$ cat config.mk
export PLATFORM = sky130hd
export DESIGN_NAME = isqrt_rem
export DESIGN_NICKNAME = d
export VERILOG_FILES = /design/src/rtl/isqrt_rem_pkg.sv /design/src/rtl/isqrt_rem_step.sv /design/src/rtl/isqrt_rem.sv
export SDC_FILE = /design/constraint.sdc
export NUM_CORES = 1
export LEC_CHECK = 0
export CORE_ASPECT_RATIO = 0.9
export CORE_UTILIZATION = 60
export CTS_CLUSTER_DIAMETER = 100
export DETAILED_ROUTE_END_ITERATION = 10
export PLACE_DENSITY = 0.85
export SYNTH_ARGS = -nofsm -noshare
export SYNTH_HDL_FRONTEND = slang
export SYNTH_SLANG_ARGS = --single-unit
$ cat constraint.sdc
create_clock -name clk_in -period 8 [get_ports clk_in]
set_input_delay 1.6 -clock clk_in [delete_from_list [all_inputs] [get_ports clk_in]]
set_output_delay 1.6 -clock clk_in [all_outputs]
set_load 0.1 [all_outputs]
$ cat src/rtl/isqrt_rem_pkg.sv
// Shared types for the isqrt_rem remainder-producing integer square root.
package isqrt_rem_pkg;

  typedef enum logic {
    ST_IDLE = 1'b0,
    ST_WORK = 1'b1
  } state_e;

endpackage

$ cat src/rtl/isqrt_rem_step.sv
// One digit-by-digit square root iteration: trial compare, conditional subtract, root shift.
module isqrt_step #(
  parameter int WIDTH = 16
) (
  input  logic [WIDTH-1:0]                   i_rem,
  input  logic [WIDTH-1:0]                   i_root,
  input  logic [$clog2(WIDTH/2+1)-1:0]       i_cnt,
  output logic [WIDTH-1:0]                   o_rem,
  output logic [WIDTH-1:0]                   o_root
);

  localparam int CNT_W = $clog2(WIDTH/2+1);

  logic [CNT_W:0]     w_shamt;
  logic [WIDTH-1:0]   w_m;
  logic [WIDTH-1:0]   w_b;
  logic               w_ge;

  // The trial bit lands on an even position; the top trial (counter = WIDTH/2) is bit WIDTH-2.
  assign w_shamt = {i_cnt - CNT_W'(1), 1'b0};
  assign w_m     = {{(WIDTH-1){1'b0}}, 1'b1} << w_shamt;
  assign w_b     = i_root | w_m;
  assign w_ge    = (i_rem >= w_b);
  assign o_rem   = w_ge ? (i_rem - w_b) : i_rem;
  assign o_root  = (i_root >> 1) | (w_ge ? w_m : '0);

endmodule

$ cat src/rtl/isqrt_rem.sv
// Sequential integer square root with remainder, one result bit per clock.
module isqrt_rem
  import isqrt_rem_pkg::*;
#(
  parameter int WIDTH = 16
) (
  input  logic               clk_in,
  input  logic               rst_in,
  input  logic [WIDTH-1:0]   a_in,
  input  logic               start_in,
  input  logic               abort_in,
  output logic               busy_out,
  output logic               done_out,
  output logic [WIDTH/2-1:0] y_out,
  output logic [WIDTH/2:0]   rem_out
);

  localparam int HALF  = WIDTH / 2;
  localparam int CNT_W = $clog2(HALF + 1);
  localparam logic [CNT_W-1:0] CNT_INIT = CNT_W'(HALF);

  state_e             r_state;
  state_e             w_nextState;
  logic [CNT_W-1:0]   r_cnt;
  logic [WIDTH-1:0]   r_rem;
  logic [WIDTH-1:0]   r_root;
  logic [HALF-1:0]    r_y;
  logic [HALF:0]      r_remOut;
  logic               r_done;
  logic [WIDTH-1:0]   w_stepRem;
  logic [WIDTH-1:0]   w_stepRoot;
  logic               w_accept;
  logic               w_iter;
  logic               w_finish;

  isqrt_step #(.WIDTH(WIDTH)) u_step (
    .i_rem  (r_rem),
    .i_root (r_root),
    .i_cnt  (r_cnt),
    .o_rem  (w_stepRem),
    .o_root (w_stepRoot)
  );

  always_ff @(posedge clk_in) begin
    if (rst_in) r_state <= ST_IDLE;
    else        r_state <= w_nextState;
  end

  // Abort outranks both a pending completion and any start request.
  always_comb begin
    w_nextState = r_state;
    case (r_state)
      ST_IDLE: if (start_in) w_nextState = ST_WORK;
      ST_WORK: begin
        if (abort_in)            w_nextState = ST_IDLE;
        else if (r_cnt == '0)    w_nextState = ST_IDLE;
      end
      default: w_nextState = ST_IDLE;
    endcase
  end

  always_comb begin
    busy_out = (r_state == ST_WORK);
    w_accept = (r_state == ST_IDLE) && start_in;
    w_iter   = (r_state == ST_WORK) && !abort_in && (r_cnt != '0);
    w_finish = (r_state == ST_WORK) && !abort_in && (r_cnt == '0);
  end

  always_ff @(posedge clk_in) begin
    if (rst_in) begin
      r_cnt    <= '0;
      r_rem    <= '0;
      r_root   <= '0;
      r_y      <= '0;
      r_remOut <= '0;
      r_done   <= 1'b0;
    end else begin
      r_done <= 1'b0;
      if (w_accept) begin
        r_rem  <= a_in;
        r_root <= '0;
        r_cnt  <= CNT_INIT;
      end else if (w_iter) begin
        r_rem  <= w_stepRem;
        r_root <= w_stepRoot;
        r_cnt  <= r_cnt - CNT_W'(1);
      end else if (w_finish) begin
        r_y      <= r_root[HALF-1:0];
        r_remOut <= r_rem[HALF:0];
        r_done   <= 1'b1;
      end
    end
  end

  assign done_out = r_done;
  assign y_out    = r_y;
  assign rem_out  = r_remOut;

endmodule

; ---- After elaboration in Yosys (flattened, before gate mapping)
; Cells that the tools add are included.
[op_classes]
n_addsub = 2
n_lt_le_gt_ge = 1
shift = 1
muxes = 11
bitwise_logic = 5
n_reduce_logical = 13
[op_table]
columns = op, count
row1 = 2-to-1 mux 16 bit, 4
row2 = >= comparator 16 bit, 1
row3 = bitwise OR 15 x 16 -> 16 bit, 1
row4 = bitwise OR 16 bit, 1
row5 = left shift 1 x 5 -> 16 bit (first input constant), 1
row6 = subtractor 16 bit, 1
row7 = 2-to-1 mux 4 bit, 2
row8 = logical AND 1 bit, 4
row9 = zero test 4 bit, 1
row10 = 2-to-1 mux 1 bit, 4
row11 = nonzero test 2 bit, 2
row12 = nonzero test 4 bit, 1
row13 = subtractor 4 x 1 -> 4 bit (second input constant), 1
row14 = inverter 1 bit, 3
row15 = AND reduction 3 bit, 1
row16 = OR reduction 3 bit, 1
row17 = one-hot mux 1 bit (2 select lines), 1
row18 = AND reduction 2 bit, 1
row19 = OR reduction 2 bit, 1
row20 = zero test 1 bit, 1
[word_totals]
reg_bits = 55
wordCells = 41

; ---- Longest topological paths before layout
; Gate-level depths: netlist of run 1.
[logic_depth]
ltp_word = 7
depth_mapped = 14
depth_no_buf = 12

; ---- Cells and area by module
; A second synthesis of run 1 with hierarchy kept.
[unflattened]
hier_cells = 455
hier_area_um2 = 3692.3
[modules_own_cells]
columns = module, n_inst, cells_per_inst, area_per_inst_um2
row1 = isqrt_rem, 1, 276, 2304.7
row2 = isqrt_step, 1, 179, 1387.6

; ---- Least setup slack after synthesis of run 1
; OpenSTA, ideal clock, no wires.
[synth_path]
path_kind = register -> register
startpoint = register r_cnt[2]
endpoint = register r_rem[10]
setup_ns = 0.088
arrival_time_ns = 3.168
required_time_ns = 7.912
setup_slack_ns = 4.744
stages_incl_launch_ff = 14
period_less_slack_ns = 3.256
path_cell_list = dfxtp_1 -> buf_2 -> nor3_1 -> xnor2_1 -> clkbuf_1 -> a31o_2 -> ha_1 -> fa_1 -> nor2b_1 -> o221a_2 -> o22a_1 -> a31oi_1 -> or3_2 -> a311oi_2
[synth_via]
elab_chain_len = 7
[synth_rtl]
columns = item, line
row1 = "start, declared", isqrt_rem.sv:24  ; logic [CNT_W-1:0] r_cnt;
row2 = "start signal, assigned", isqrt_rem.sv:86  ; r_cnt <= r_cnt - CNT_W'(1);
row3 = subtractor 4 x 1 -> 4 bit, isqrt_rem_step.sv:20  ; assign w_shamt = {i_cnt - CNT_W'(1), 1'b0};
row4 = left shift 1 x 5 -> 16 bit, isqrt_rem_step.sv:21  ; assign w_m = {{(WIDTH-1){1'b0}}, 1'b1} << w_shamt;
row5 = bitwise OR 16 bit, isqrt_rem_step.sv:22  ; assign w_b = i_root | w_m;
row6 = subtractor 16 bit, isqrt_rem_step.sv:24  ; assign o_rem = w_ge ? (i_rem - w_b) : i_rem;
row7 = 2-to-1 mux 16 bit, isqrt_rem_step.sv:24
row8 = 2-to-1 mux 16 bit, isqrt_rem.sv:83  ; end else if (w_iter) begin
row9 = 2-to-1 mux 16 bit, isqrt_rem.sv:79  ; if (w_accept) begin
row10 = "end signal, assigned", isqrt_rem.sv:80  ; r_rem <= a_in;
row11 = "end signal, assigned", isqrt_rem.sv:84  ; r_rem <= w_stepRem;
row12 = "end, declared", isqrt_rem.sv:25  ; logic [WIDTH-1:0] r_rem;
; Several ways; a longest one is shown, not always the timed one. The select of a mux whose other input is x is not followed.
; A chain may end at the register's enable or synchronous reset.

; ---- Final worst setup path of run 1
[layout_path]
startpoint = input port abort_in
endpoint = register r_rem[15]
[layout_via]
elab_chain_len = 5
[layout_rtl]
columns = item, line
row1 = "start, declared", isqrt_rem.sv:11  ; input logic abort_in,
row2 = zero test 1 bit, isqrt_rem.sv:65  ; w_iter = (r_state == ST_WORK) && !abort_in && (r_cnt != '0);
row3 = logical AND 1 bit (2 in a row), isqrt_rem.sv:65
row4 = nonzero test 2 bit (no line), -
row5 = AND reduction 2 bit (no line), -
; Every way passes these cells.

==> reports/results.tsv, run 1 <==
metric	value	unit
Placer Congestion	0.9119	
Final min period	3.795	ns
final clock skew	0.01084	ns
Die Span X	78.90	um
async set-reset flop share out of synthesis	0	%
DRC viols	0	
Max Freq	0.2635	GHz
Routed Antenna Nets	0	
Buffers & Inverters on Critical Path	1	
routed length per instance	16.55	um
cell family with most CP delay	compound AO/OA/AOI/OAI gates	
Worst-Skew Late Latency	0.31	ns
Hold Path Stages	2	
mean cell area of the mapped netlist	8.043	um2
number of vias per cell	6.374	
Mapped Cells	397	
RSZ-0062 raised after global routing	no	
Max Cap Viol	0	
port buffer count	38	
post-synthesis simple-gate area fraction	23.63	%
post-route setup TNS	0	ns
WHS Endpoint	rem_out[4]	
total wire length	8059	um
part of the power in the clock network	27.3	%
DR iter-0 viols	306	
CP Class	in -> reg	
largest net degree at the start of global routing	42	
post-synth cell types	60	
Post-synth EDFFs	0	
Post-Synth XOR/XNOR Area	1.371	%
Clock Tree Buf Depth	2	
Clock Root Buffer	clkbuf_8	
r2r setup slk	4.34	ns
R2R Path End	r_rem[15]	
HP Start	rem_out[4]	
Critical Path Source	abort_in	
period utilization	47.44	%
Final #Nets	462	
htree depth	2	
Pleak	1.216	nW
Worst Reg-to-Reg Cells	11	
post-CTS sizing	0	
Slew Limit Fails	0	
Crit path largest cell delay	0.61	ns
normalized max-slew margin	16.32	%
clk sinks	54	
crit-path cells	clkdlybuf4s50_1 > nor2b_1 > o21a_1 > o21a_2 > o21ai_4 > or4_1 > a31oi_1	
compound-gate portion of the synthesized area	27.59	%
Crit. End Element	flop	
Synth warnings	0	
Final Hold Slack	0.4578	ns
Seq/Total Area, Yosys	33.86	%
status	finished clean	
share of cells above drive strength 1	6.635	%
Final WS setup	4.205	ns
placed instance area	0.003563	mm2
Initial Util	64.06	%
Hold Vio Cnt, Final	0	
Die Area	0.005618	mm2
first-pass GRT wire length	13170	um
remaining global-route overflow	0	
Die H	71.21	um
io pins	39	
Area Growth Syn to Fin	14.66	%
CP arrival	4.03	ns
Hold Path Class	reg -> reg	
actual slew at the worst max-slew pin	1.247	ns
Pre-Repair DR Iteration Count	5	
Worst EP required	8.24	ns
Hold-fix buffers, CTS	0	
flops & latches, synth	54	
Crit-path slowest cell	o21a_1	
Setup WS pre-CTS	3.923	ns
CTS tree	done	
Crit Path Max Fanout	19	
startpoint types	input pin	
combinational fraction of design power	25.5	%
DP HPWL	5475	um
Post-Layout Inst Area	0.003661	mm2
initial antenna violation count	0	
Crit Reg-Reg Startpoint	r_cnt[0]	
mux contribution to synthesized area	0	%
CTS clk-pin slew, worst paths	0.10	ns
Worst IR Drop VDD	0.1264	mV
number of global-route vias before repair	2783	
Core Area	0.004985	mm2
Switching Power	194.8	uW
Power, Total	599.8	uW
synthesized area	0.003193	mm2
power density over cell area	163.8	mW/mm2
Net Sw Frac	32.48	%
sequential fraction of design power	47.2	%
Power Internal	405.0	uW
total track usage	29.57	%
routed vias	3104	
largest family of logic cells by synthesized area	compound AO/OA/AOI/OAI gates	
Post-CTS Setup Bufs	0	
cell row count	24	
ys flop type	dfxtp_1	
ANT cells	0	
post-synth net total	438	
clock buffer count from CTS	5	
adder-cell share of the synthesized area	8.464	%
endpoints failing setup	0	
==> power groups by stage <==
stage / sequential, mW / clock (mW) / combinational [mW]
detailed placement: 0.289 / 0 / 0.149
global route: 0.284 / 0.174 / 0.167
global placement: 0.288 / 0 / 0.145
finish: 0.283 / 0.164 / 0.153
CTS: 0.283 / 0.165 / 0.150
floorplan: 0.293 / 0 / 0.109
==> area by class of cell <==
type / count / area [um2]
repair buffers: 42 / 410.4
inverters: 11 / 41.29
fillers: 394 / 1324
well taps: 65 / 81.33
flip-flops and latches: 54 / 1081
clock buffers: 5 / 68.82
multi-input cells: 307 / 1949
clock inverters: 3 / 28.78
==> worst register-to-register path, cell delays in order, from the launching register on <==
cell	delay (ns)
dfxtp_1	0.44
inv_1	0.12
ha_1	0.27
xor2_1	0.50
a31oi_1	0.20
ha_1	0.42
nand2_1	0.10
nor3b_1	0.42
o21a_2	0.26
o21ai_4	0.16
or4_1	0.54
a31oi_1	0.16
==> per-layer routing <==
metal / global-route usage [%] / share of wire [%] / wire, um / vias up
met5: 0 / 0 / 0 / -
met1: 40.22 / 46 / 3687 / 1436
li1: - / - / - / 1504
met4: 9.697 / 2.1 / 172 / 0
met2: 48.60 / 46 / 3736 / 148
met3: 3.871 / 5.7 / 462 / 16
==> synthesized netlist by cell type (all sizes together), types with 2 or more instances <==
| cell | instances | share of area [%] |
|---|---|---|
| or4 | 4 | 0.94 |
| o221ai | 4 | 1.1 |
| o31a | 3 | 0.82 |
| nor3 | 5 | 0.78 |
| or3 | 6 | 1.4 |
| a211oi | 6 | 1.7 |
| a2111oi | 2 | 0.94 |
| o211ai | 4 | 0.94 |
| and3 | 3 | 0.59 |
| a31o | 2 | 0.55 |
| nand2b | 4 | 0.78 |
| nand3 | 13 | 2.0 |
| xnor2 | 3 | 0.82 |
| buf | 6 | 1.5 |
| clkbuf | 19 | 2.3 |
| a2bb2oi | 2 | 0.55 |
| a22oi | 2 | 0.47 |
| nor2 | 18 | 2.1 |
| and2 | 2 | 0.39 |
| inv | 11 | 1.3 |
| o31ai | 3 | 0.71 |
| xor2 | 2 | 0.55 |
| ha | 20 | 7.8 |
| nor3b | 2 | 0.47 |
| o21a | 15 | 3.8 |
| nand4 | 10 | 2.0 |
| o221a | 2 | 0.98 |
| nor2b | 8 | 1.6 |
| dfxtp | 54 | 34 |
| a31oi | 21 | 4.1 |
| a21oi | 37 | 5.9 |
| a21o | 3 | 0.71 |
| nand2 | 79 | 9.3 |
| o22a | 3 | 0.82 |
| and4 | 2 | 0.55 |
| o21ai | 6 | 1.3 |
==> worst max-delay path by stage <==
stage                     slack [ns]  cells after the start        end
final                           4.21                      7  r_rem[15]
after global routing            4.08                      7  r_rem[10]
after CTS                       4.24                      7  r_rem[15]
after detailed placement        3.92                      7  r_rem[10]
after global placement          4.00                      7  r_rem[15]
after floorplan                 4.74                     13  r_rem[10]
==> logic make-up (layout without fill, tap and decap cells) <==
logic type,Yosys count,count (layout)
AOI/OAI and AO/OA,122,122
xor gates and xnor gates,5,5
adders and majority gates,21,21
buffers and inverters,36,61
DFF,54,54
and+or+nand+nor,159,159
==> per-stage QoR <==
| step | cells | util, % |
|---|---|---|
| final | 487 | 73.44 |
| after CTS | 487 | 73.44 |
| after detailed placement | 479 | 71.49 |
| after floorplan | 397 | - |
| after global placement | 479 | 71.49 |
| after global routing | 487 | 73.44 |
==> state kept, by name, summed over array words and instances, names as in the netlist <==
| signal | cells |
|---|---|
| busy_out | 1 |
| done_out | 1 |
| r_cnt | 4 |
| r_rem | 16 |
| r_root | 15 |
| rem_out | 9 |
| y_out | 8 |
==> cells in the final DEF, fill, tap and decap left out, types with 3 or more instances in the layout <==
cell             count
nand3_1             13
nand2_1             79
and3_1               3
clkdlybuf4s50_1     38
or3_2                3
o31ai_1              3
a211oi_1             4
or4_1                4
clkbuf_8             5
o22a_1               3
o21a_1              13
nand4_1             10
o31a_1               3
o21ai_0              3
a21oi_1             36
ha_1                20
inv_1               11
nand2b_1             4
o221ai_1             4
nor2b_1              8
o211ai_1             4
buf_4                4
nor2_1              18
xnor2_1              3
a31oi_1             21
nor3_1               5
dfxtp_1             54
a21o_1               3
Power figures use the tool's default switching activity.
==> run 2: changes to the inputs <==
CORE_UTILIZATION = 50   (was 60)
PLACE_DENSITY = 0.76   (was 0.85)
clock period = 3.3 ns   (was 8 ns; I/O delays follow)
==> reports/results.tsv, run 2 (synthesis gave the netlist of run 1 again) <==
metric	value	unit	change
Power, Total	1.567	mW	+160%
htree depth	2		unchanged
cell row count	27		+13%
Final #Nets	484		+4.8%
Hold-fix buffers, CTS	0		unchanged
total track usage	24.89	%	-4.7 points
Worst-Skew Late Latency	0.32	ns	about the same
Pre-Repair DR Iteration Count	5		unchanged
routed vias	3074		-0.97%
DR iter-0 viols	232		-24%
Hold Vio Cnt, Final	0		unchanged
endpoints failing setup	0		unchanged
Final min period	3.131	ns	
Slew Limit Fails	0		unchanged
Max Freq	0.3194	GHz	
Worst IR Drop VDD	0.1906	mV	+51%
status	finished clean		
clk sinks	54		unchanged
CP Class	reg -> reg		
Max Cap Viol	0		unchanged
CTS clk-pin slew, worst paths	0.11	ns	about the same
Buffers & Inverters on Critical Path	3		+2
clock buffer count from CTS	5		unchanged
crit-path cells	inv_1 > ha_2 > xor2_1 > buf_4 > a31oi_1 > ha_1 > a211oi_1 > nand2_1 > or3_4 > o21ai_4 > buf_4 > nand3_1 > a31oi_1		
Crit. End Element	flop		
startpoint types	flop		
Area Growth Syn to Fin	21.04	%	
Crit Path Max Fanout	11		-8
actual slew at the worst max-slew pin	1.219	ns	-0.02800 ns
final clock skew	0.01009	ns	-0.0007559 ns
port buffer count	38		unchanged
# fillers	549		+39%
Clock Tree Buf Depth	2		unchanged
Die Span X	86.24	um	+9.3%
Hold Path Class	reg -> reg		
DP HPWL	5858	um	+7.0%
FF/Latch Area	0.001082	mm2	+0.12%
number of vias per cell	5.789		-9.2%
Crit path largest cell delay	0.44	ns	-0.17 ns
Final Hold Slack	0.4590	ns	+0.001169 ns
Crit-path slowest cell	or3_4		
normalized max-slew margin	18.20	%	+1.9 points
total wire length	8061	um	about the same
leading cell types in the layout, fill and taps excluded	nand2_1, dfxtp_1, buf_4		
initial antenna violation count	0		unchanged
RSZ-0062 raised after global routing	yes		
Initial Util	51.93	%	-12 points
ANT cells	0		unchanged
Most flops, register	r_rem		
CP arrival	3.37	ns	-0.66 ns
power density over cell area	405.4	mW/mm2	+150%
max FFs per register	16		unchanged
Pleak	1.381	nW	+14%
routed length per instance	15.18	um	-8.3%
commonest non-fill, non-tap cell in the layout	nand2_1		
Die H	77.81	um	+9.3%
Worst EP required	3.54	ns	-4.70 ns
Core Area	0.006148	mm2	+23%
CTS tree	done		
remaining global-route overflow	0		unchanged
first-pass GRT wire length	13340	um	+1.3%
multi-input combinational cell area	0.001987	mm2	+1.9%
Routed Antenna Nets	0		unchanged
number of global-route vias before repair	2808		+0.90%
period utilization	94.88	%	
Placer Congestion	0.8801		-3.5%
cell family with most CP delay	compound AO/OA/AOI/OAI gates		
largest net degree at the start of global routing	33		-21%
Clock Root Buffer	clkbuf_8		
Die Area	0.006710	mm2	+19%
io pins	39		unchanged
DRC viols	0		unchanged
share of cells above drive strength 1	17.12	%	+10 points
## run 2: cell type report
cell class,count,area share (%)
clock buffer,5,1.781
clock inverter,3,1.263
inverter,11,1.068
multi-input combinational,307,51.41
sequential,54,28.00
tap,87,2.816
timing repair buffer,64,13.66
## run 2: final timing paths
| kind | startpoint | end | slack (ns) | cells past startpoint |
|---|---|---|---|---|
| min reg2reg | y_out[6] | y_out[6] | 0.46 | 2 |
| min | y_out[6] | y_out[6] | 0.46 | 2 |
| max reg2reg | r_cnt[0] | r_rem[8] | 0.17 | 13 |
| max | r_cnt[0] | r_rem[8] | 0.17 | 13 |
## run 2: what timing repair did
action                                  4_1_cts  5_1_grt
buffers inserted                              0        1
pin swaps                                     0        2
endpoints found under the setup margin        2       18
resized for setup                             1        7
## run 2: where the power goes
group / leakage [nW] / total (mW) / switching [mW] / internal [mW]
Combinational: 0.886 / 0.409 / 0.226 / 0.184
Clock: 0.0563 / 0.472 / 0.240 / 0.232
Sequential: 0.439 / 0.685 / 0.0160 / 0.669
Total: 1.38 / 1.57 / 0.482 / 1.08
## run 2: tightest hold or removal path: stages (launching register included)
cell and delay, ns:
dfxtp_1 0.32, nand2_1 0.05, a21oi_1 0.05
## run 2: through the flow
stage / setup TNS (ns) / setup WS, ns / utilization (%) / cell area [um2] / instances
floorplan: 0 / 0.04353 / - / 3193 / 397
global placement: 0 / 0.1181 / 60.20 / 3701 / 522
detailed placement: -0.004187 / -0.004187 / 60.20 / 3701 / 522
CTS: 0 / 0.02285 / 62.13 / 3820 / 530
global route: -0.04510 / -0.02472 / 62.86 / 3865 / 531
finish: 0 / 0.1689 / 62.86 / 3865 / 531
## run 2: per-layer routing
| layer | part of all wire [%] | up-vias | global-route usage [%] | wire length (um) |
|---|---|---|---|---|
| li1 | - | 1542 | - | - |
| met4 | 1.8 | 0 | 7.000 | 147 |
| met3 | 4.1 | 13 | 4.362 | 334 |
| met2 | 47 | 93 | 40.79 | 3764 |
| met1 | 47 | 1426 | 33.44 | 3815 |
| met5 | 0 | - | 0 | 0 |
